File: config.mk
export PLATFORM = sky130hd
export DESIGN_NAME = serial_adder
export DESIGN_NICKNAME = d
export VERILOG_FILES = /design/src/rtl/serial_adder.sv
export SDC_FILE = /design/constraint.sdc
export NUM_CORES = 1
export LEC_CHECK = 0
export CAP_MARGIN = 40
export CORE_ASPECT_RATIO = 1.4
export CORE_MARGIN = 1.5
export CORE_UTILIZATION = 44
export CTS_CLUSTER_SIZE = 16
export DETAILED_ROUTE_END_ITERATION = 16
export PLACE_DENSITY = 0.69
export SETUP_SLACK_MARGIN = 0.5
export SKIP_CTS_REPAIR_TIMING = 1
export SKIP_LAST_GASP = 1
export SLEW_MARGIN = 20
export SYNTH_ARGS = -nofsm -noshare
export SYNTH_HDL_FRONTEND = slang
export SYNTH_SLANG_ARGS = --single-unit
File: constraint.sdc
create_clock -name clk -period 1.8 [get_ports clk]
set_clock_uncertainty 0.2 [all_clocks]
set_input_delay 0.18 -clock clk [delete_from_list [all_inputs] [get_ports clk]]
set_output_delay 0.18 -clock clk [all_outputs]
set_load 0.01 [all_outputs]
File: src/rtl/serial_adder.sv
// serial_adder: bit-serial WIDTH-bit adder that reuses one full_adder per clock, LSB first.
module full_adder (
  input  logic a,
  input  logic b,
  input  logic c_in,
  output logic sum,
  output logic c_out
);
  assign sum   = a ^ b ^ c_in;
  assign c_out = (a & b) | (c_in & (a ^ b));
endmodule

module serial_adder #(
  parameter int WIDTH = 8
) (
  input  logic             clk,
  input  logic             rst_n,
  input  logic             start,
  input  logic [WIDTH-1:0] a,
  input  logic [WIDTH-1:0] b,
  input  logic             c_in,
  output logic             busy,
  output logic             done,
  output logic [WIDTH-1:0] sum,
  output logic             c_out
);
  localparam int CW = WIDTH > 1 ? $clog2(WIDTH) : 1;
  typedef enum logic {IDLE, RUN} state_t;
  state_t           r_state, w_state_nx;
  logic [WIDTH-1:0] r_sa, r_sb, r_acc, r_sum;
  logic [CW-1:0]    r_count;
  logic             r_carry, r_cout, r_done;
  logic             w_s, w_c, w_last;
  logic [WIDTH:0]   w_acc_sh;
  full_adder u_fa (.a(r_sa[0]), .b(r_sb[0]), .c_in(r_carry), .sum(w_s), .c_out(w_c));
  always_comb begin
    w_last     = r_count == CW'(WIDTH - 1);
    w_acc_sh   = {w_s, r_acc};
    w_state_nx = r_state == IDLE ? (start ? RUN : IDLE) : (w_last ? IDLE : RUN);
  end
  // the new sum bit enters at the MSB so bit i ends up holding step i+1 after WIDTH shifts
  always_ff @(posedge clk) begin
    if (!rst_n) begin
      r_state <= IDLE;
      r_sa    <= '0;
      r_sb    <= '0;
      r_acc   <= '0;
      r_sum   <= '0;
      r_count <= '0;
      r_carry <= 1'b0;
      r_cout  <= 1'b0;
      r_done  <= 1'b0;
    end else begin
      r_state <= w_state_nx;
      r_done  <= 1'b0;
      if (r_state == IDLE) begin
        if (start) begin
          r_sa    <= a;
          r_sb    <= b;
          r_carry <= c_in;
          r_count <= '0;
        end
      end else begin
        r_sa    <= r_sa >> 1;
        r_sb    <= r_sb >> 1;
        r_acc   <= w_acc_sh[WIDTH:1];
        r_carry <= w_c;
        r_count <= r_count + 1'b1;
        if (w_last) begin
          r_sum  <= w_acc_sh[WIDTH:1];
          r_cout <= w_c;
          r_done <= 1'b1;
        end
      end
    end
  end
  assign busy  = r_state == RUN;
  assign done  = r_done;
  assign sum   = r_sum;
  assign c_out = r_cout;
endmodule

Yosys cells after proc, flatten, opt, wreduce, memory -nomap -nowiden:

Cells that the tools add are included.

* register bits: 39
* input bits: 20
* output and inout port bits: 11
* logic and storage cells: 35

* $add $sub $neg: 1
* equal/unequal tests: 1
* multiplexer cells: 12
* bitwise logic cells: 6
* reductions and logical operators: 4

Operators by type and width (number)
* 2-to-1 mux 7 bit: 4
* 2-to-1 mux 1 bit: 6
* 2-to-1 mux 3 bit: 2
* AND reduction 2 bit: 2
* adder 3 x 1 -> 3 bit (second input constant): 1
* equality test 3 bit (second input constant): 1
* bitwise AND 1 bit: 2
* nonzero test 2 bit: 1
* OR reduction 2 bit: 1
* XOR 1 bit: 2
* inverter 1 bit: 1
* OR 1 bit: 1

Logic depth before layout (Yosys ltp):

* depth after elaboration: 4
* depth in mapped cells: 5
* depth with buffers taken out: 4

Modules after synthesis:

From an unflattened synthesis, not the netlist that was laid out.

* cells, all modules: 160
* area total of the unflattened synthesis: 1641.6 um^2

By module, submodules not included
* serial_adder: instances 1, cells each 159, area an instance 1621.6 um^2, sequential area each 760.7 um^2
* full_adder: instances 1, cells each 1, area an instance 20.0 um^2, sequential area each 0.0 um^2

Least setup slack after synthesis:

Ideal clock, no wire load.

* kind: register to register
* start: register r_count[0]
* end: register r_sum[0] (netlist: sum[0])
* setup time: 0.071 ns
* arrival: 1.173 ns
* data required time: 1.529 ns
* setup slack: 0.357 ns
* stages on the path, launching flop included: 6
* path buffers: 1
* period minus slack after synthesis: 1.443 ns
* cell sequence: dfxtp_1 -> ha_1 -> ha_1 -> clkbuf_1 -> a21bo_2 -> a21oi_1

* word-level cells in the longest chain between the ends: 2

RTL lines
* start, declared: RTL line 31 `logic [CW-1:0] r_count;`
* start signal, assigned: RTL line 68 `r_count <= r_count + 1'b1;`
* equality test 3 bit: RTL line 37 `w_last = r_count == CW'(WIDTH - 1);`
* named net w_last: RTL line 33 `logic w_s, w_c, w_last;`
* AND reduction 2 bit (no line)
* end signal, assigned: RTL line 70 `r_sum <= w_acc_sh[WIDTH:1];`
* end, declared: RTL line 30 `logic [WIDTH-1:0] r_sa, r_sb, r_acc, r_sum;`

The timed path passes the listed nets, and every way through them passes these cells.
A chain may end at the register's enable or synchronous reset.

Final worst setup path:

* start: register r_sb[0]
* end: register r_sum[7] (netlist: sum[7])

* word-level cells in the longest chain between the ends: 2

RTL lines
* start, declared: RTL line 30
* start signal, assigned: RTL line 65 `r_sb <= r_sb >> 1;`
* XOR 1 bit (2 in a row): RTL line 9 `assign sum = a ^ b ^ c_in;`
* named net u_fa.sum: RTL line 6 `output logic sum,`

The timed path passes the listed nets, and every way through them passes these cells.

==> run metrics <==
status=completed; initial detailed-routing violation count=29; Least-Margin Pin Slew=between 0.3 and 0.4 ns; Core ar.=approximately 0.0036 sq mm; Net Sw Frac=0.2312; Register-to-Register Path Depth=3; synthesized instance count=between 150 and 200; root buffer cell=clkbuf_8; worst r2r src=r_sb[0]; vias per std cell=approximately 5.4; Syn Std Cell Area=~0.0016 sq mm; share of post-route cells with drive strength above 1=0.2755; Placed Cells=between 200 and 250; Max VDD drop=about 900 uV; port bufs=30; Worst EP required=between 1.5 and 2 ns; nets@finish=roughly 220; final cell count without fillers=about 240; Area Overhead vs Synth=40.54%; Worst setup endpoint=sum[7]; post-placement cell area=between 0.0015 and 0.002 sq mm; FF-to-FF End=sum[7]; CP Launch Point=r_sb[0]; CP Capture Type=flip-flop; first-pass GRT wire length=between 5000 and 6000 um; clock power share=0.374; Pre-antenna DRT Iters=4; Avg Cell Area, Syn=about 10 sq um; Syn Nets=approximately 180; beginning of the worst hold path=start; commonest non-fill, non-tap cell in the layout=dfxtp_1; die height=approximately 75 um; gr usage total=0.1742; share of power burned in registers=0.489; sw power=429.6 uW; Max-Slew Margin vs Limit=0.7831; Row Count=26; kind of critical path=flip-flop to flip-flop; Skew-Pair Late Insertion Delay=~0.28 ns; wire per inst=14.70 um; min Tclk post-route=between 1 and 1.5 ns; register area share after synthesis=0.4677; WL final=about 3500 um; Crit Path Max Fanout=2; Crit path arrival time=between 1 and 1.5 ns; Final period util=0.7610; largest net degree at the start of global routing=26; largest buffer count on any clock path=2; Logic pwr share=0.137; Num CTS Buffers=5; fin. max-slew vios=0; Final ANT Viol Nets=0; diode count=0; Internal=roughly 1.4 mW; # setup viols final=0; Die Wd=roughly 54 um; clock sinks=38; vias in the first global route=~1300; GP Congestion=0.7176; synth unique cells=22; post-route cell area=around 0.0023 sq mm; Vias=1275; most frequent cells in the layout=dfxtp_1, mux2i_1, clkdlybuf4s50_1; # DRC=0; CTS H-tree lvls=2; DP HPWL=approximately 2300 um; Die ar.=approximately 0.004 sq mm; RSZ-0062 raised after global routing=true; Hold Violations, Final=0; Clock transition at path regs=about 0.070 ns; Initial Utilization=0.4545; PwrDens=roughly 800 mW/mm^2; Top Ports=31; FF+latch count, synth=38; initial antenna violation count=0; min-delay worst type=primary input to flip-flop; Leak=1.072 nW; startpoint types=flip-flop; r2r setup slk=0.43 ns; Synth warnings=0; grt total ovfl=0; Max Freq=0.7301 GHz; Design Power=~1.9 mW; CTS tree=done; Max Cap Viol=0
[worst max-delay path, cell delays in order, from the launching register on]
cell,delay (ns)
dfxtp_2,0.33
fa_2,0.59
nand3_2,0.07
a21oi_2,0.12
[routing by layer]
layer | GRT usage | up-vias | part of all wire
li1 | - | 629 | -
met1 | 0.1807 | 611 | 0.40
met2 | 0.3133 | 28 | 0.54
met3 | 0.05159 | 7 | 0.043
met4 | 0.07778 | 0 | 0.014
met5 | 0 | - | 0
[how the worst min path moves through the flow]
stage	to	cells past startpoint
CTS	sum[0]	2
floorplan	busy	2
detailed placement	sum[0]	2
finish	r_count[0]	3
global route	r_count[1]	3
global placement	sum[0]	2
[power by group through the flow]
stage,logic (mW),clock network [mW],registers [mW]
2_1_floorplan,0.132,0,0.920
3_3_place_gp,0.194,0,0.926
3_5_place_dp,0.204,0,0.928
4_1_cts,0.205,0.717,0.909
5_1_grt,0.275,0.751,0.914
6_report,0.254,0.695,0.909
[cells by family after synthesis]
| family | share of synthesized area |
|---|---|
| multiplexers | 0.1477 |
| AND/OR/NAND/NOR | 0.1385 |
| adder cells (fa/ha/maj) | 0.02769 |
| buffers and inverters | 0.05076 |
| AO/OA/AOI/OAI | 0.1677 |
| flip-flops | 0.4677 |
[synth_stat cells]
library cell,count,share of area
nand2_1,2,0.0046
buf_2,3,0.0092
nor2_1,9,0.021
a211oi_1,15,0.069
or3b_2,1,0.0054
ha_1,2,0.015
inv_1,1,0.0023
and3_1,1,0.0038
dfxtp_1,38,0.47
a21bo_2,9,0.055
nor2b_1,15,0.058
clkinv_1,1,0.0023
fa_1,1,0.012
buf_4,2,0.0092
or3b_1,2,0.011
nand3_1,9,0.028
o21ai_0,1,0.0031
mux2i_1,24,0.15
buf_6,2,0.014
a21oi_1,13,0.040
nand2b_1,2,0.0077
clkbuf_1,6,0.014
[sequential cells by signal, indices dropped and copies added (netlist names)]
signal,count
c_out,1
r_acc,7
r_sb,8
r_count,3
sum,8
r_sa,8
r_carry,1
done,1
busy,1
[cell type report]
cell class,instances,area (sq um)
Timing Repair Buffer,41,456.7
Clock inverter,3,40.04
Inverter,2,11.26
Multi-Input combinational cell,106,879.6
Timing Repair inverter,1,7.507
Fill cell,313,1292
Clock buffer,5,68.82
Tap cell,42,52.55
Sequential cell,38,769.5
[stage by stage]
step	utilization	hold WS (ns)	worst slack (ns)	TNS (ns)
after floorplan	-	0.1184	0.4979	0
final	0.6388	0.2415	0.4302	0
after CTS	0.5846	0.2827	-0.001855	-0.001855
after global routing	0.6388	0.2533	0.3770	0
after global placement	0.5542	0.2535	0.2154	0
after detailed placement	0.5542	0.2725	0.1897	0
No activity file was read; power rests on OpenSTA's default activity.
==> edit 1: new RTL, same settings <==
Set the parameter `WIDTH` to 16 (it was 8).
--- a/src/rtl/serial_adder.sv
+++ b/src/rtl/serial_adder.sv
@@ -12,5 +12,5 @@
 
 module serial_adder #(
-  parameter int WIDTH = 8
+  parameter int WIDTH = 16
 ) (
   input  logic             clk,
Interface: changed (resized a, b and sum); port bits go from 31 to 55. No check against the original RTL was run, so the function may have changed too.
==> edit 1 against the original RTL <==
Area after synthesis grew 74%. Cell area increased by 70%. Sequential cell count is 33 higher. Routed wire length is 54% higher. Count of clock-buffer cells in the layout up 6. Worst setup slack lost 0.15 ns. Total power increased by 100%. Largest cell class is now flip-flops and latches.
==> edit 1: results (changes against the original RTL) <==
overall via count from detail_route: 2003 (+57%)
first-pass GRT wire length: 8604 um (+66%)
critical path peak fanout: 9 (+7)
pre-CTS WS: 0.1164 ns (-0.07333 ns)
global-route usage over all layers: 15.65% (-1.8 points)
Post-DP Area: 3470 um2 (+75%)
Netlist cell types: 24 (+9.1%)
Total Routed Length: 5385 um (+54%)
later-pin clock latency in the skew report: 0.34 ns (+0.06 ns)
drt pass-1 iters: 4 (unchanged)
crit-path max cell delay: 0.38 ns (-0.21 ns)
hpwl dp: 3349 um (+48%)
commonest cells in the netlist: 71 x dfxtp_1, 52 x nor2_1, 49 x mux2i_1, 31 x mux2_2, 17 x a22o_1
status: completed
Area contributors post-synth: dfxtp_1 50%, mux2i_1 17%, mux2_2 12%, nor2_1 6.9%, a22o_1 5.3%
port bufs: 54 (+80%)
initial antenna violation count: 0 (unchanged)
Switching Share: 20.42% (-2.7 points)
drt wl/cell: 13.88 um (-5.6%)
hold path cells: 4 (+1)
worst vdd ir: 0.8744 mV (-2.2%)
critical path data arrival time: 1.55 ns (+0.16 ns)
Post-Place Cells: 369 (+65%)
total CTS buffers: 9 (+4)
clock network fraction of design power: 45.3% (+7.9 points)
CP max-delay cell: dfxtp_4
Comb pwr share: 10.0% (-3.7 points)
largest net degree at the start of global routing: 51 (+96%)
Hold EP: busy$_SDFF_PN0_
flop2flop setup slack: 0.28 ns (-0.15 ns)
Pint: 2.952 mW (+110%)
==> edit 1: layer usage <==
layer	track usage, %	part of all wire [%]	vias up
li1	-	-	1001
met1	19.49	45	946
met2	24.66	49	45
met3	3.096	3.3	11
met4	9.579	2.2	0
met5	0	0	-
==> edit 1: how the worst max path moves through the flow <==
stage	startpoint	endpoint	slack, ns	depth (start not counted)
CTS	busy$_SDFF_PN0_	busy	0.12	1
global placement	rst_n	sum[9]$_SDFFE_PN0P_	0.15	5
global route	r_count[0]$_SDFFE_PN0P_	sum[12]$_SDFFE_PN0P_	0.26	5
floorplan	r_count[1]$_SDFFE_PN0P_	sum[10]$_SDFFE_PN0P_	0.31	6
detailed placement	rst_n	sum[10]$_SDFFE_PN0P_	0.12	5
finish	r_count[0]$_SDFFE_PN0P_	sum[12]$_SDFFE_PN0P_	0.28	5
==> edit 1: cell type report <==
| type | instances | area [um2] |
|---|---|---|
| fillers | 505 | 2335 |
| flip-flops and latches | 71 | 1431 |
| multi-input cells | 164 | 1325 |
| repair buffers | 64 | 755.7 |
| clock buffers | 11 | 141.4 |
| clock inverters | 5 | 128.9 |
| well taps | 72 | 90.09 |
| inverters | 1 | 3.754 |
==> edit 1: cell families after synthesis <==
kind of cell	share of synthesized area (%)
muxes	29.70
DFF	50.29
and+or+nand+nor	8.367
AOI/OAI and AO/OA	6.462
buffers and inverters	3.718
adders and majority gates	1.151
xor gates and xnor gates	0.3099
==> edit 1: critical path, delay by kind of cell, from the launching register on <==
| family | cells | cell delay, ns |
|---|---|---|
| AO/OA/AOI/OAI | 1 | 0.21 |
| buffers and inverters | 1 | 0.16 |
| AND/OR/NAND/NOR | 2 | 0.33 |
| flip-flops | 1 | 0.38 |
| adder cells (fa/ha/maj) | 1 | 0.13 |
==> edit 2: new RTL, same flow settings <==
Made on the original files. Reset style: asynchronous (`rst_n`), changed in one clocked block.
--- a/src/rtl/serial_adder.sv
+++ b/src/rtl/serial_adder.sv
@@ -40,5 +40,5 @@
   end
   // the new sum bit enters at the MSB so bit i ends up holding step i+1 after WIDTH shifts
-  always_ff @(posedge clk) begin
+  always_ff @(posedge clk or negedge rst_n) begin
     if (!rst_n) begin
       r_state <= IDLE;
Behaviour: differs if rst_n is asserted again (counterexample within 4 cycles, from zero or initial values and one cycle with rst_n low); with rst_n held inactive, the same outputs for 10 cycles.
==> edit 2 against the original RTL <==
Sequential cell count is the same. Synthesized cell count shrank 24%. Critical endpoint is now sum[6]$_DFFE_PN0P_. Routed wire length shrank 9.1%. Highest routed layer unchanged. Cell area shrank 1.1%. Area after synthesis grew 2.6%. Worst setup slack lost 0.15 ns.
Power is not compared: it rests on default switching activity, and its combinational part moved more than twofold at a synthesized area within 25%.
==> edit 2: results (changes against the original RTL) <==
status: completed
Netlist cell types: 19 (-14%)
crit-path max cell delay: 0.39 ns (-0.20 ns)
fraction of layout cells with a size suffix above 1: 23.93% (-3.6 points)
Area contributors post-synth: dfrtp_1 57%, mux2_4 12%, mux2i_1 11%, nand2_1 3.4%, o21ai_1 2.4%
Hold Path Class: in -> async
WL met2: 1672 um (-12%)
later-pin clock latency in the skew report: 0.29 ns
mux cell area share after synthesis: 24.51% (+9.7 points)
nets: 185 (-15%)
complex-gate fraction of the synthesized area: 5.847% (-11 points)
vias in the first global route: 1027 (-19%)
pre-CTS WS: 0.2679 ns (+0.07820 ns)
hpwl dp: 1999 um (-12%)
final instance area: 2260 um2 (-1.1%)
worst r2r path cells: 4 (+1)
number of antenna diodes: 0 (unchanged)
Worst Setup SP: r_count[0]$_DFFE_PN0P_
commonest cells in the netlist: 38 x dfrtp_1, 18 x mux2i_1, 15 x nand2_1, 13 x mux2_4, 8 x o21ai_1
Metal-1 WL: 1304 um (-7.1%)
Critical Path End: sum[6]$_DFFE_PN0P_
adder-cell share of the synthesized area: 2.699% (-0.071 points)
Primary FF master, synth: dfrtp_1
fin crit share: 84.28% (+8.2 points)
Placer Congestion: 0.6532 (-9.0%)
syn nets: 144 (-21%)
via/cell ratio: 5.102 (-4.8%)
top layer in use: met4
# fillers: 305 (-2.6%)
Total Routed Length: 3182 um (-9.1%)
flop2flop setup slack: 0.28 ns (-0.15 ns)
Post-DP Area: 2011 um2 (+1.4%)
sequential cell area fraction in the yosys report: 56.97% (+10 points)
Post-Synth XOR/XNOR Area: 0% (unchanged)
Slew @ Worst Pin: 0.4745 ns (+0.1497 ns)
global-route usage over all layers: 16.18% (-1.2 points)
DRT iter0 DRCs: 10 (-66%)
Async S/R FF share, synth: 100.0% (+100 points)
RR Endpoint: sum[6]$_DFFE_PN0P_
met3 wire length: 148 um (-2.6%)
largest net degree at the start of global routing: 46 (+77%)
critical path data arrival time: 1.49 ns (+0.10 ns)
critical path peak fanout: 5 (+3)
Root Buffer: clkbuf_8
total gr overflow: 0 (unchanged)
first-pass GRT wire length: 4671 um (-9.7%)
CP max-delay cell: dfrtp_1
edit 2: kinds of logic after synthesis:
family | Yosys count
mux | 34
buf+inv | 8
fa+ha+maj | 3
compound gates | 18
flops | 38
simple gates | 20
edit 2: per-stage QoR:
| step | total power [mW] | instances | hold slack (ns) |
|---|---|---|---|
| finish | 3.582 | 205 | 0.2703 |
| CTS | 3.382 | 197 | -0.2578 |
| global placement | 2.674 | 189 | 0.04880 |
| floorplan | 2.325 | 121 | -0.3156 |
| global route | 3.818 | 205 | 0.3150 |
| detailed placement | 2.779 | 189 | 0.05534 |
edit 2: how the worst min path moves through the flow:
| stage | startpoint | to | slack (ns) |
|---|---|---|---|
| 2_1_floorplan | rst_n | busy$_DFF_PN0_ | -0.32 |
| 3_3_place_gp | rst_n | busy$_DFF_PN0_ | 0.05 |
| 3_5_place_dp | rst_n | sum[4]$_DFFE_PN0P_ | 0.06 |
| 4_1_cts | rst_n | r_sb[3]$_DFFE_PN0P_ | -0.26 |
| 5_1_grt | b[7] | r_sb[7]$_DFFE_PN0P_ | 0.32 |
| 6_report | rst_n | r_sb[5]$_DFFE_PN0P_ | 0.27 |
edit 2: final cells by class:
cell class / count / share of cell area (%)
clock buffers: 7 / 3.821
repair buffers: 40 / 21.10
multi-input cells: 76 / 30.23
inverters: 1 / 0.1661
flip-flops and latches: 38 / 42.14
well taps: 42 / 2.326
clock inverters: 1 / 0.2215
edit 2: layer usage:
layer	up-vias	track usage, %
li1	498	-
met1	510	18.53
met5	-	0
met2	33	27.25
met4	0	8.401
met3	5	4.118
edit 2: power by group:
part	switching, mW	internal, mW	total [mW]
combinational	0.601	0.941	1.54
clock	0.283	0.309	0.592
sequential	0.241	1.21	1.45
edit 2: worst min-delay path: cells and delay by family:
family	cells	cell delay, ns
buf+inv	3	1.02
